$ cat config.mk
export PLATFORM = sky130hd
export DESIGN_NAME = i2c_target_regs
export DESIGN_NICKNAME = d
export VERILOG_FILES = /design/src/rtl/i2c_target_regs.sv
export SDC_FILE = /design/constraint.sdc
export NUM_CORES = 1
export LEC_CHECK = 0
export ABC_AREA = 0
export CAP_MARGIN = 20
export CORE_MARGIN = 2
export CORE_UTILIZATION = 59
export CTS_BUF_LIST = sky130_fd_sc_hd__clkbuf_4 sky130_fd_sc_hd__clkbuf_8 sky130_fd_sc_hd__clkbuf_16
export CTS_CLUSTER_SIZE = 12
export DETAILED_ROUTE_END_ITERATION = 16
export PLACE_DENSITY = 0.95
export SKIP_CTS_REPAIR_TIMING = 1
export SLEW_MARGIN = 20
export SYNTH_ARGS = -nofsm -noshare
export SYNTH_HDL_FRONTEND = slang
export SYNTH_SLANG_ARGS = --single-unit
$ cat constraint.sdc
create_clock -name i_clk -period 4.7 [get_ports i_clk]
set_input_delay 0.705 -clock i_clk [delete_from_list [all_inputs] [get_ports i_clk]]
set_output_delay 0.705 -clock i_clk [all_outputs]
set_load 0.01 [all_outputs]
$ cat src/rtl/i2c_target_regs.sv
// ---------------------------------------------------------------------------
// i2c_target_regs
//   I2C target (slave) front end that exposes a byte-addressed register
//   space. The first data byte of a write sets the register pointer and
//   each later byte is presented as a write strobe. A read streams bytes
//   starting at the pointer. The pointer auto-increments and is kept across
//   STOP and repeated START.
//
// Ports
//   i_clk          system clock (>= 16x SCL)
//   i_rstN         asynchronous active-low reset
//   i_scl, i_sda   raw bus pin levels, asynchronous to i_clk
//   o_sdaDriveLow  1 = pull SDA low (open-drain pad)
//   o_regAddress   register pointer
//   o_wrData       last data byte received
//   o_wrStrobe     1-cycle pulse: write o_wrData to o_regAddress
//   i_rdData       register contents at o_regAddress
//   o_rdStrobe     1-cycle pulse: i_rdData captured for transmission
//   o_busy         high from START to STOP
// ---------------------------------------------------------------------------
module i2c_target_regs #(
   parameter logic [6:0] SLAVE_ADDRESS = 7'h48
) (
   input  logic       i_clk,
   input  logic       i_rstN,
   input  logic       i_scl,
   input  logic       i_sda,
   output logic       o_sdaDriveLow,
   output logic [7:0] o_regAddress,
   output logic [7:0] o_wrData,
   output logic       o_wrStrobe,
   input  logic [7:0] i_rdData,
   output logic       o_rdStrobe,
   output logic       o_busy
);

   typedef enum logic [3:0] {
      IDLE, ADDR, ADDR_ACK, REG, REG_ACK, WRITE, WRITE_ACK, READ, READ_ACK, IGNORE
   } state_t;

   state_t      state_q, state_d;
   logic [2:0]  scl_sync_q, sda_sync_q;   // [0],[1] synchroniser, [2] history
   logic [3:0]  cnt_q, cnt_d;
   logic [7:0]  rx_q, rx_d;
   logic [7:0]  tx_q, tx_d;
   logic [7:0]  addr_q, addr_d;
   logic [7:0]  wdata_q, wdata_d;
   logic        drv_q, drv_d;
   logic        wr_stb_q, wr_stb_d;
   logic        rd_stb_q, rd_stb_d;
   logic        busy_q, busy_d;
   logic        load_tx;

   // Reset to 1 (idle bus) so reset release cannot look like START/STOP.
   always_ff @(posedge i_clk or negedge i_rstN) begin
      if (!i_rstN) begin
         scl_sync_q <= '1;
         sda_sync_q <= '1;
      end else begin
         scl_sync_q <= {scl_sync_q[1:0], i_scl};
         sda_sync_q <= {sda_sync_q[1:0], i_sda};
      end
   end

   logic scl, scl_h, sda, sda_h;
   assign scl   = scl_sync_q[1];
   assign scl_h = scl_sync_q[2];
   assign sda   = sda_sync_q[1];
   assign sda_h = sda_sync_q[2];

   logic scl_rise, scl_fall, start, stop, addr_match;
   assign scl_rise   = scl & ~scl_h;
   assign scl_fall   = ~scl & scl_h;
   assign start      = scl & scl_h & sda_h & ~sda;
   assign stop       = scl & scl_h & ~sda_h & sda;
   assign addr_match = (rx_q[7:1] == SLAVE_ADDRESS);

   // State and datapath registers
   always_ff @(posedge i_clk or negedge i_rstN) begin
      if (!i_rstN) begin
         state_q  <= IDLE;
         cnt_q    <= '0;
         rx_q     <= '0;
         tx_q     <= '0;
         addr_q   <= '0;
         wdata_q  <= '0;
         drv_q    <= 1'b0;
         wr_stb_q <= 1'b0;
         rd_stb_q <= 1'b0;
         busy_q   <= 1'b0;
      end else begin
         state_q  <= state_d;
         cnt_q    <= cnt_d;
         rx_q     <= rx_d;
         tx_q     <= tx_d;
         addr_q   <= addr_d;
         wdata_q  <= wdata_d;
         drv_q    <= drv_d;
         wr_stb_q <= wr_stb_d;
         rd_stb_q <= rd_stb_d;
         busy_q   <= busy_d;
      end
   end

   // Next-state logic. Byte/ACK boundaries advance on the SCL fall that
   // ends the current clock, so SDA only ever changes while SCL is low.
   always_comb begin
      state_d = state_q;
      if (stop)       state_d = IDLE;
      else if (start) state_d = ADDR;
      else begin
         case (state_q)
            ADDR:      if (scl_fall && cnt_q == 4'd8) state_d = addr_match ? ADDR_ACK : IGNORE;
            ADDR_ACK:  if (scl_fall) state_d = rx_q[0] ? READ : REG;
            REG:       if (scl_fall && cnt_q == 4'd8) state_d = REG_ACK;
            REG_ACK:   if (scl_fall) state_d = WRITE;
            WRITE:     if (scl_fall && cnt_q == 4'd8) state_d = WRITE_ACK;
            WRITE_ACK: if (scl_fall) state_d = WRITE;
            READ:      if (scl_fall && cnt_q == 4'd8) state_d = READ_ACK;
            READ_ACK:  if (scl_fall) state_d = rx_q[0] ? IGNORE : READ;
            default:   state_d = state_q;
         endcase
      end
   end

   // Datapath / output-register next values
   always_comb begin
      cnt_d    = cnt_q;
      rx_d     = rx_q;
      tx_d     = tx_q;
      drv_d    = drv_q;
      wdata_d  = wdata_q;
      wr_stb_d = 1'b0;
      rd_stb_d = 1'b0;
      busy_d   = busy_q;
      load_tx  = 1'b0;
      // pointer steps the cycle after a write strobe
      addr_d   = wr_stb_q ? addr_q + 8'd1 : addr_q;
      if (stop) begin
         busy_d = 1'b0;
         drv_d  = 1'b0;
         cnt_d  = '0;
      end else if (start) begin
         busy_d = 1'b1;
         drv_d  = 1'b0;
         cnt_d  = '0;
      end else begin
         case (state_q)
            ADDR, REG, WRITE: begin
               if (scl_rise && cnt_q != 4'd8) begin
                  rx_d  = {rx_q[6:0], sda};
                  cnt_d = cnt_q + 4'd1;
                  if (state_q == WRITE && cnt_q == 4'd7) begin
                     wdata_d  = {rx_q[6:0], sda};
                     wr_stb_d = 1'b1;
                  end
               end else if (scl_fall && cnt_q == 4'd8) begin
                  cnt_d = '0;
                  drv_d = (state_q != ADDR) || addr_match;   // ACK
                  if (state_q == REG) addr_d = rx_q;
               end
            end
            ADDR_ACK: if (scl_fall) begin
               drv_d   = 1'b0;
               cnt_d   = '0;
               load_tx = rx_q[0];
            end
            REG_ACK, WRITE_ACK: if (scl_fall) begin
               drv_d = 1'b0;
               cnt_d = '0;
            end
            READ: if (scl_fall) begin
               if (cnt_q == 4'd8) begin
                  drv_d = 1'b0;             // release for master's ACK
                  cnt_d = '0;
               end else begin
                  drv_d = ~tx_q[7];
                  tx_d  = {tx_q[6:0], 1'b0};
                  cnt_d = cnt_q + 4'd1;
               end
            end
            READ_ACK: begin
               if (scl_rise) rx_d = {rx_q[6:0], sda};
               else if (scl_fall) begin
                  drv_d   = 1'b0;
                  load_tx = ~rx_q[0];
               end
            end
            default: drv_d = 1'b0;
         endcase
         // Capture next read byte; MSB goes on the bus now, the rest shift
         // out on following falls (cnt counts bits already presented).
         if (load_tx) begin
            tx_d     = {i_rdData[6:0], 1'b0};
            drv_d    = ~i_rdData[7];
            cnt_d    = 4'd1;
            rd_stb_d = 1'b1;
            addr_d   = addr_q + 8'd1;
         end
      end
   end

   // Outputs
   always_comb begin
      o_sdaDriveLow = drv_q;
      o_regAddress  = addr_q;
      o_wrData      = wdata_q;
      o_wrStrobe    = wr_stb_q;
      o_rdStrobe    = rd_stb_q;
      o_busy        = busy_q;
   end

endmodule

# ---- Yosys cells after proc, flatten, opt, wreduce, memory -nomap -nowiden
# Index checks and enable logic that the tools add are counted.
dict set report totals {
  inputBits 12
  regBits 50
  output_inout_bits 20
}
dict set report classes {
  n_eq_ne 29
  n_bitwise 16
  addsub 2
  mux 63
  reduce_logical 19
}
# operator count
set ops {}
lappend ops {{$mux W8} 14}
lappend ops {{$mux W4} 19}
lappend ops {{$ne A4 B4 Y1 const B} 7}
lappend ops {{$pmux W4 S7} 1}
lappend ops {{$mux W1} 24}
lappend ops {{$eq A4 B3 Y1 const B} 5}
lappend ops {{$ne A5 B5 Y1 const B} 4}
lappend ops {{$pmux W8 S2} 1}
lappend ops {{$reduce_and A5 Y1} 3}
lappend ops {{$pmux W4 S3} 1}
lappend ops {{$not A1 Y1} 9}
lappend ops {{$reduce_bool A9 Y1} 1}
lappend ops {{$add A8 B1 Y8 const B} 1}
lappend ops {{$eq A4 B2 Y1 const B} 2}
lappend ops {{$eq A4 B4 Y1 const B} 2}
lappend ops {{$ne A4 B1 Y1 const B} 2}
lappend ops {{$reduce_and A4 Y1} 2}
lappend ops {{$reduce_and A8 Y1} 1}
lappend ops {{$reduce_bool A2 Y1} 4}
lappend ops {{$and A1 B1 Y1} 7}
lappend ops {{$eq A7 B7 Y1 const B} 1}
lappend ops {{$ne A6 B6 Y1 const B} 1}
lappend ops {{$reduce_bool A6 Y1} 1}
lappend ops {{$reduce_or A3 Y1} 2}
lappend ops {{other kinds (11)} 14}

# ---- Depth between registers and ports, before layout
# Gate-level depths: netlist (run 1).
dict set report logic_depth {
  ltp_word 10
  mapped_depth 8
}

# ---- Least setup slack after synthesis (run 1)
# No wires, ideal clock.
dict set report synth_timing {
  kind {register to register}
  from {register cnt_q[0]}
  to {register addr_q[2] (netlist: o_regAddress[2])}
  setup_slack_ns 2.756
  path_buffers 1
  stages_incl_launch_ff 9
  period_less_slack_ns 1.944
  arrival_ns 1.858
  setup_ns 0.086
  t_required_ns 4.614
  path_cell_list {dfrtp_1 > inv_1 > ha_1 > nand3b_2 > or4_4 > buf_6 > a21o_1 > and3_1 > nor3_1}
}
dict set report synth_between {
  elab_chain_cells 8
  elab_cells_between_ends 10
}
# element line
set synth_lines {}
lappend synth_lines {{from (decl)} 43} ;# logic [3:0] cnt_q, cnt_d;
lappend synth_lines {{from (signal assigned)} 93} ;# cnt_q <= cnt_d;
lappend synth_lines {{$eq A4 B4 Y1} 157} ;# end else if (scl_fall && cnt_q == 4'd8) begin
lappend synth_lines {{$logic_and A1 B1 Y1} 157}
lappend synth_lines {{$mux W8} 157}
lappend synth_lines {{$mux W8 (*)} 150} ;# if (scl_rise && cnt_q != 4'd8) begin
lappend synth_lines {{$mux W8 (*)} 148} ;# case (state_q)
lappend synth_lines {{$mux W8 (*)} 193} ;# if (load_tx) begin
lappend synth_lines {{$mux W8 (*)} 143} ;# end else if (start) begin
lappend synth_lines {{$mux W8 (*)} 139} ;# if (stop) begin
lappend synth_lines {{named net addr_d[2]} 46} ;# logic [7:0] addr_q, addr_d;
lappend synth_lines {{to (signal assigned)} 96} ;# addr_q <= addr_d;
lappend synth_lines {{to (decl)} 46}
# The timed path passes the listed nets; every way through them passes the cells marked *.
# A chain may end at the register's enable or synchronous reset.

# ---- Worst setup path after layout (run 1)
dict set report layout_timing {
  from {register state_q[0]}
  to {register rx_q[1]}
}
dict set report layout_between {
  elab_chain_cells 4
  elab_cells_between_ends 10
}
# element line
set layout_lines {}
lappend layout_lines {{from (decl)} 41} ;# state_t state_q, state_d;
lappend layout_lines {{from (signal assigned)} 92} ;# state_q <= state_d;
lappend layout_lines {{$eq A4 B3 Y1 (tied with other cells)} 148}
lappend layout_lines {{$reduce_or A3 Y1} 148}
lappend layout_lines {{$ne A2 B2 Y1 (no source line) / $reduce_bool A2 Y1 (equally long branches)} --}
lappend layout_lines {{$reduce_and A5 Y1 (no source line)} --}
lappend layout_lines {{to (signal assigned)} 94} ;# rx_q <= rx_d;
lappend layout_lines {{to (decl)} 44} ;# logic [7:0] rx_q, rx_d;
# Parallel ways exist; a longest one is shown, timed or not.

==> metrics list, run 1 <==
- For this configuration, the core starts out at a cell density of 60.0%.
- Estimated wirelength of the detail-placed design: 3.72 mm
- Net count of the finished layout: 295
- Entering global routing, the biggest net connects 50 pins.
* Count of input and output buffers: 31
- The clock net in this run drives a total of 49 sinks.
- Worst r2r path cells: 5
- Detailed Route WL: 5.55 mm
- Maximum ir drop on the vdd rail: 212 uV
- Multi-input logic area: 0.00126 mm2
* Via-per-instance ratio: 6.31
- Die outline area: 0.00491 mm2
- After clock tree synthesis, the clock-pin slew on the worst setup and hold paths is 0.09 ns.
- After filler insertion, the fill cell instance count of the layout stands at 317.
* Ports: 32
- Count leader, synth: sky130_fd_sc_hd__dfrtp_1
- Number of enable flip-flop cells after synthesis: 0
- In the final timing run, aggregate negative setup slack is 0 ns.
* Layout overhead on the synthesized area: 17.2%
- CTS H-tree lvls: 2
- Counting flops and latches in the post-synthesis netlist gives 49.
* Area share of the largest cell type after synthesis: 41.8%
- After routing the design area is 0.00302 mm2.
* Top area cells in the synthesized netlist: sky130_fd_sc_hd__dfrtp_1 42%, sky130_fd_sc_hd__mux2_2 7.4%, sky130_fd_sc_hd__dfstp_2 6.1%
- Pwr/cell area: 358 mW/mm2
- Actual slew at the worst max-slew pin: 0.806 ns
* Register Area: 0.00123 mm2
* Total number of vias: 2,100
* Std cell rows: 24
- Critical path type: reg2reg
* Global routing usage summed across all routing layers: 23.7%
- Max Clock Freq: 422 MHz
- The worst setup path is launched from a flop.
- The number of antenna diodes in the final layout is 0.
- For this design the static power due to leakage is 1.33 nW.
- Headroom to the max-slew limit came out at 45.8%.
- Mapped cell area: 0.00258 mm2
- The smallest clock period supported by the final layout is computed as 2.37 ns.
- Synthesized instance count: 252
- Max Buffers Root-to-Sink: 2
* Iteration-0 DRC Markers: 188
- Setup repair after global routing left no endpoint under its margin.
- In this run the most critical hold path is launched from sda_sync_q[0]$_DFF_PN1_.
* Fraction of final layout cells sized beyond drive strength 1: 15.3%
* Required @ worst endpoint: 4.89 ns
- Final setup violating endpoints: 0
* TritonCTS clock tree: built
* Die Height: 70.1 um
- After detailed placement, the total cell area comes to 0.00290 mm2.
- Cell depth of the worst min-delay path: 0
- After synthesis, the most frequently instantiated cells are 43 x sky130_fd_sc_hd__dfrtp_1, 22 x sky130_fd_sc_hd__a21oi_1, 17 x sky130_fd_sc_hd__mux2_2.
- Measured on the finished design, the core utilization comes to 70.3%.
* Critical path capture point type: flop
* Clock latency of the later-clocked register in the worst-skew pair: 0.30 ns
* Antenna violation net count after detailed routing: 0
- GR Overflow Total: 0
* Via count of the first global-routing pass: 2,044
- The congestion estimate from routability-driven global placement came to 0.936.
* FFs w/ async S/R, synth: 100%
- First-pass GRT wire length: 9.36 mm
* R2R Path End: rx_q[1]$_DFFE_PN0P_
- Clock tree skew after final layout: 0.00708 ns
* Mean instance size in the synthesized netlist: 10.2 um2
- Hold Violations, Final: 0
* Detailed-router iteration count before antenna repair: 4
- After synthesis, the netlist uses 55 different library cells.
- Along the worst path, the maximum fanout reaches 15.
- Final hold slack: 0.362 ns
- Reg2reg start: state_q[0]$_DFFE_PN0P_
* Library cell occupying the most area in the post-synthesis netlist: sky130_fd_sc_hd__dfrtp_1
- Buffers inserted during clock tree synthesis total 5.
- The setup check on the worst reg-to-reg path leaves a slack of 2.33 ns.
* Final max-slew violation count: 0
* Endpoint with the worst hold slack: sda_sync_q[1]$_DFF_PN1_
- Summing the sequential cell areas from Yosys gives 47.9% of the chip area.
- The initial antenna violation count came to 0.
- Number of remaining DRC errors: 0
- At the worst endpoint, the arrival time is 2.57 ns.
* Master cell of the clock root buffer: sky130_fd_sc_hd__clkbuf_8
- The region available for standard cell placement spans 0.00429 mm2.
- During synthesis, Yosys emitted a total of 0 warnings.
- Synthesis produced a netlist with a net count of 267.
- Max-cap violations: 0
* Run status: finished, final reports clean
- The design draws 1.08 mW.
- HP Class: reg2reg
- Portion of the clock cycle consumed by the worst path in the final layout: 50.5%
- Average wire per cell in the routed design: 16.7 um
* Top FF cell, synth: sky130_fd_sc_hd__dfrtp_1
* Die boundary width: 70.1 um
==> logic make-up after synthesis <==
family                   after synthesis  synth area share [%]
AO/OA/AOI/OAI                         77                  19.4
XOR/XNOR                               2                 0.680
adder cells (fa/ha/maj)                3                  1.46
buffers and inverters                 19                  3.21
flip-flops                            49                  47.9
multiplexers                          21                  8.98
AND/OR/NAND/NOR                       81                  18.4
==> per-stage QoR <==
step / setup slack [ns] / std cells
after floorplan: 2.76 / 252
after global placement: 2.45 / 325
after detailed placement: 2.35 / 325
after CTS: 2.34 / 333
after global routing: 2.15 / 333
final: 2.33 / 333
==> worst max-delay path by stage <==
stage | startpoint | end | slack, ns | depth (start not counted)
5_1_grt | state_q[0]$_DFFE_PN0P_ | rx_q[1]$_DFFE_PN0P_ | 2.15 | 5
4_1_cts | state_q[0]$_DFFE_PN0P_ | rx_q[2]$_DFFE_PN0P_ | 2.34 | 5
2_1_floorplan | cnt_q[0]$_DFFE_PN0P_ | o_regAddress[2]$_DFF_PN0_ | 2.76 | 8
6_report | state_q[0]$_DFFE_PN0P_ | rx_q[1]$_DFFE_PN0P_ | 2.33 | 5
3_5_place_dp | state_q[0]$_DFFE_PN0P_ | rx_q[2]$_DFFE_PN0P_ | 2.35 | 5
3_3_place_gp | state_q[0]$_DFFE_PN0P_ | rx_q[6]$_DFFE_PN0P_ | 2.45 | 5
==> metal layers <==
| layer | vias to the layer above | part of all wire, % | GRT usage [%] |
|---|---|---|---|
| li1 | 984 | - | - |
| met1 | 1027 | 45 | 33.0 |
| met2 | 78 | 48 | 36.3 |
| met3 | 11 | 5.5 | 4.33 |
| met4 | 0 | 1.4 | 10.9 |
| met5 | - | 0 | 0 |
==> cell type report <==
cell class	instances	area share, %
clock inverter	2	1.24
inverter	9	1.12
sequential	49	40.8
clock buffer	6	2.73
tap	52	2.15
timing repair buffer	31	10.2
multi-input combinational	184	41.7
==> flip-flops by register name (all words and copies together) (netlist names) <==
name           count
o_sdaDriveLow      1
o_regAddress       8
o_wrStrobe         1
o_wrData           8
sda_sync_q         3
state_q            4
scl_sync_q         3
tx_q               7
rx_q               8
cnt_q              4
o_busy             1
o_rdStrobe         1
==> where the power goes <==
group          internal (mW)  leakage [nW]  switching [mW]
logic                  0.113         0.675           0.104
registers              0.476         0.601          0.0787
clock network          0.173        0.0574           0.138
total                  0.762          1.33           0.321
==> placed cells by master, fill, tap and decap left out, types with 4 or more instances in the layout <==
master,netlist,final
sky130_fd_sc_hd__a211oi_1,4,4
sky130_fd_sc_hd__a21oi_1,22,22
sky130_fd_sc_hd__and3_1,7,7
sky130_fd_sc_hd__clkbuf_8,0,6
sky130_fd_sc_hd__clkdlybuf4s50_1,0,30
sky130_fd_sc_hd__dfrtp_1,43,43
sky130_fd_sc_hd__dfstp_2,6,6
sky130_fd_sc_hd__inv_1,9,9
sky130_fd_sc_hd__mux2_2,17,17
sky130_fd_sc_hd__mux2i_1,4,4
sky130_fd_sc_hd__nand2_1,13,13
sky130_fd_sc_hd__nand2b_1,4,4
sky130_fd_sc_hd__nand3_1,4,4
sky130_fd_sc_hd__nor2_1,16,16
sky130_fd_sc_hd__nor2b_1,5,5
sky130_fd_sc_hd__nor3_1,7,7
sky130_fd_sc_hd__o21ai_0,13,13
sky130_fd_sc_hd__o22ai_1,8,8
==> critical path, stage by stage (launching register included) <==
cell and delay, ns:
sky130_fd_sc_hd__dfrtp_1 0.57, sky130_fd_sc_hd__nor3_1 0.45, sky130_fd_sc_hd__and2_1 0.24, sky130_fd_sc_hd__a21oi_1 0.05, sky130_fd_sc_hd__nor2b_1 0.54, sky130_fd_sc_hd__mux2_2 0.41
No activity file was read; power rests on OpenSTA's default activity.
==> run 2, diff against run 1 <==
Settings changed: CORE_UTILIZATION 59 to 50, PLACE_DENSITY 0.95 to 0.87.
Clock period 4.7 ns to 2.1 ns, I/O delays scaled along.
==> run 2 against run 1 <==
Compared with the run above: combinational power grew to 2.6 times the previous value; hold slack worse by 0.26 ns; critical path depth stayed put.
==> metrics list, run 2 (synthesis results as in run 1) <==
- Run status: finished, final reports clean (unchanged)
* Iteration-0 DRC Markers: 170 (was 188)
* Final critical path time including I/O delays and setup: 1.97 ns (was 2.37 ns)
- Pin count of the biggest net entering global routing: 50 (unchanged)
* Starting density of the core: 51.1% (was 60.0%)
- Leakage power: 1.42 nW (was 1.33 nW)
- Ports: 32 (unchanged)
* Portion of the clock cycle consumed by the worst path in the final layout: 93.7% (was 50.5%)
- Cell-by-cell trace of the critical path: or2_4 -> or4_4 -> a21o_1 -> and3_1 -> nor3_1 (was nor3_1 -> and2_1 -> a21oi_1 -> nor2b_1 -> mux2_2).
- The number of remaining DRC errors came to 0 (unchanged).
- Antenna diode count: 0 (unchanged)
* CTS clk-pin slew, worst paths: 0.09 ns (about the same)
- Critical path type: reg2reg (unchanged)
- Total number of vias: 2,111 (was 2,100)
* CTS H-tree lvls: 2 (unchanged)
* Average wire per cell in the routed design: 14.8 um (was 16.7 um)
- The root buffer selected by CTS is sky130_fd_sc_hd__clkbuf_8 (unchanged).
- The data required time at the worst endpoint was 2.33 ns (was 4.89 ns).
- The sum of negative setup slack came to 0 ns (unchanged).
* Antenna violation net count after detailed routing: 0 (unchanged)
- Normalized max-slew margin: 59.5% (was 45.8%)
- Most used cells in the layout excluding fill and tap cells: 42 x sky130_fd_sc_hd__dfrtp_1, 30 x sky130_fd_sc_hd__clkdlybuf4s50_1, 22 x sky130_fd_sc_hd__a21oi_1 (was 43 x sky130_fd_sc_hd__dfrtp_1, 30 x sky130_fd_sc_hd__clkdlybuf4s50_1, 22 x sky130_fd_sc_hd__a21oi_1).
- The clock latency on the worst-skew pair is 0.30 ns (about the same).
* Worst setup slack after placement: 0.140 ns (was 2.35 ns)
* Critical path capture point type: flop (unchanged)
- Kind of start point of the critical path: flop (unchanged)
- First-pass GRT wire length: 9.27 mm (was 9.36 mm)
- The worst hold slack after final layout is 0.0998 ns (was 0.362 ns).
- Cell type of the slowest stage on the worst timing path: sky130_fd_sc_hd__or4_4 (was sky130_fd_sc_hd__dfrtp_1)
* Max-cap violations: 0 (unchanged)
* Initial antenna violation count: 0 (unchanged)
- The die area was 0.00574 mm2 (was 0.00491 mm2).
- Via count of the first global-routing pass: 1,982 (was 2,044)
- Detailed-router iteration count before antenna repair: 4 (unchanged)
* Actual slew at the worst max-slew pin: 0.607 ns (was 0.806 ns)
- The row count came to 26 (was 24).
- The total wirelength of the detailed-routed design was 5.51 mm (was 5.55 mm).
- Power consumption: 2.33 mW (was 1.08 mW)
* Fraction of final layout cells sized beyond drive strength 1: 21.5% (was 15.3%)
* Final weighted congestion in routability-driven placement: 0.963 (was 0.936)
- The worst clock skew on the final layout was 0.00917 ns (was 0.00708 ns).
- TritonCTS clock tree: built (unchanged)
- The timing-limited maximum frequency is 508 MHz (was 422 MHz).
* Final setup violating endpoints: 0 (unchanged)
- RSZ-0062 raised after global routing: false (unchanged).
- HP Class: in2async (was reg2reg)
- The final design utilization was 62.9% (was 70.3%).
- The arrival time of the worst setup path was 2.20 ns (was 2.57 ns).
- GR Overflow Total: 0 (unchanged)
- Count of filler cells inserted in the layout: 433 (was 317)
- The setup slack after layout came to 0.132 ns (was 2.33 ns).
- Pwr/cell area: 736 mW/mm2 (was 358 mW/mm2)
- The final-stage net count is 316 (was 295).
* Final max-slew violation count: 0 (unchanged)
- The post-detailed-placement half-perimeter wirelength came to 4.06 mm (was 3.72 mm).
- Maximum single-stage delay on the critical path: 0.53 ns (was 0.57 ns)
- The number of buffers added by the clock tree synthesis step came to 5 (unchanged).
- The total routing resource utilization after global routing is 21.2% (was 23.7%).
* Via-per-instance ratio: 5.67 (was 6.31)
* Number of buffers and inverters on the critical path: 0 (unchanged)
* Cell family with most CP delay: simple AND/OR/NAND/NOR gates (unchanged)
- Clock Sinks: 49 (unchanged)
- Max Buffers Root-to-Sink: 2 (unchanged)
- Die boundary width: 75.8 um (was 70.1 um)
* Maximum ir drop on the vdd rail: 711 uV (was 212 uV)
- Die Height: 75.8 um (was 70.1 um)
- The count of endpoints failing hold in the final timing report is 0 (unchanged).
* Critical Path Fanout Max: 10 (was 15)
* Core footprint: 0.00504 mm2 (was 0.00429 mm2)
- Most common cell after layout, fill and taps aside: sky130_fd_sc_hd__dfrtp_1 (unchanged)
- The number of buffer cells added on primary ports came to 31 (unchanged).
* Layout overhead on the synthesized area: 23.1% (was 17.2%)
-- run 2: through the flow --
stage	cells	cell area (um2)
floorplan	252	2580
global placement	364	3080
detailed placement	364	3080
CTS	372	3170
global route	372	3170
finish	372	3170
-- run 2: metal layers --
metal | track usage [%] | up-vias | wire length (um)
li1 | - | 1032 | -
met5 | 0 | - | 0
met3 | 4.76 | 6 | 293
met2 | 33.2 | 59 | 2600
met1 | 29.8 | 1014 | 2530
met4 | 5.85 | 0 | 75
-- run 2: power by group --
part | total (mW) | internal, mW | switching (mW)
registers | 1.22 | 1.07 | 0.150
clock network | 0.551 | 0.248 | 0.304
logic | 0.566 | 0.300 | 0.265
-- run 2: final timing paths --
check                      slack [ns]  cells after the start                   endpoint               startpoint
max in group asynchronous        1.56                      2     state_q[1]$_DFFE_PN0P_                   i_rstN
min in group i_clk               0.36                      0    sda_sync_q[1]$_DFF_PN1_  sda_sync_q[0]$_DFF_PN1_
hold / removal                    0.1                      2  o_regAddress[7]$_DFF_PN0_                   i_rstN
setup / recovery                 0.13                      5  o_regAddress[2]$_DFF_PN0_   state_q[2]$_DFFE_PN0P_
hold reg to reg                  0.36                      0    sda_sync_q[1]$_DFF_PN1_  sda_sync_q[0]$_DFF_PN1_
setup reg to reg                 0.13                      5  o_regAddress[2]$_DFF_PN0_   state_q[2]$_DFFE_PN0P_
-- run 2: layout make-up --
| class | count | area (um2) | share of cell area [%] |
|---|---|---|---|
| sequential | 49 | 1230 | 39.0 |
| tap | 70 | 87.6 | 2.76 |
| clock inverter | 2 | 15.0 | 0.474 |
| inverter | 9 | 33.8 | 1.07 |
| multi-input combinational | 184 | 1260 | 39.7 |
| timing repair buffer | 52 | 463 | 14.6 |
| clock buffer | 6 | 76.3 | 2.41 |
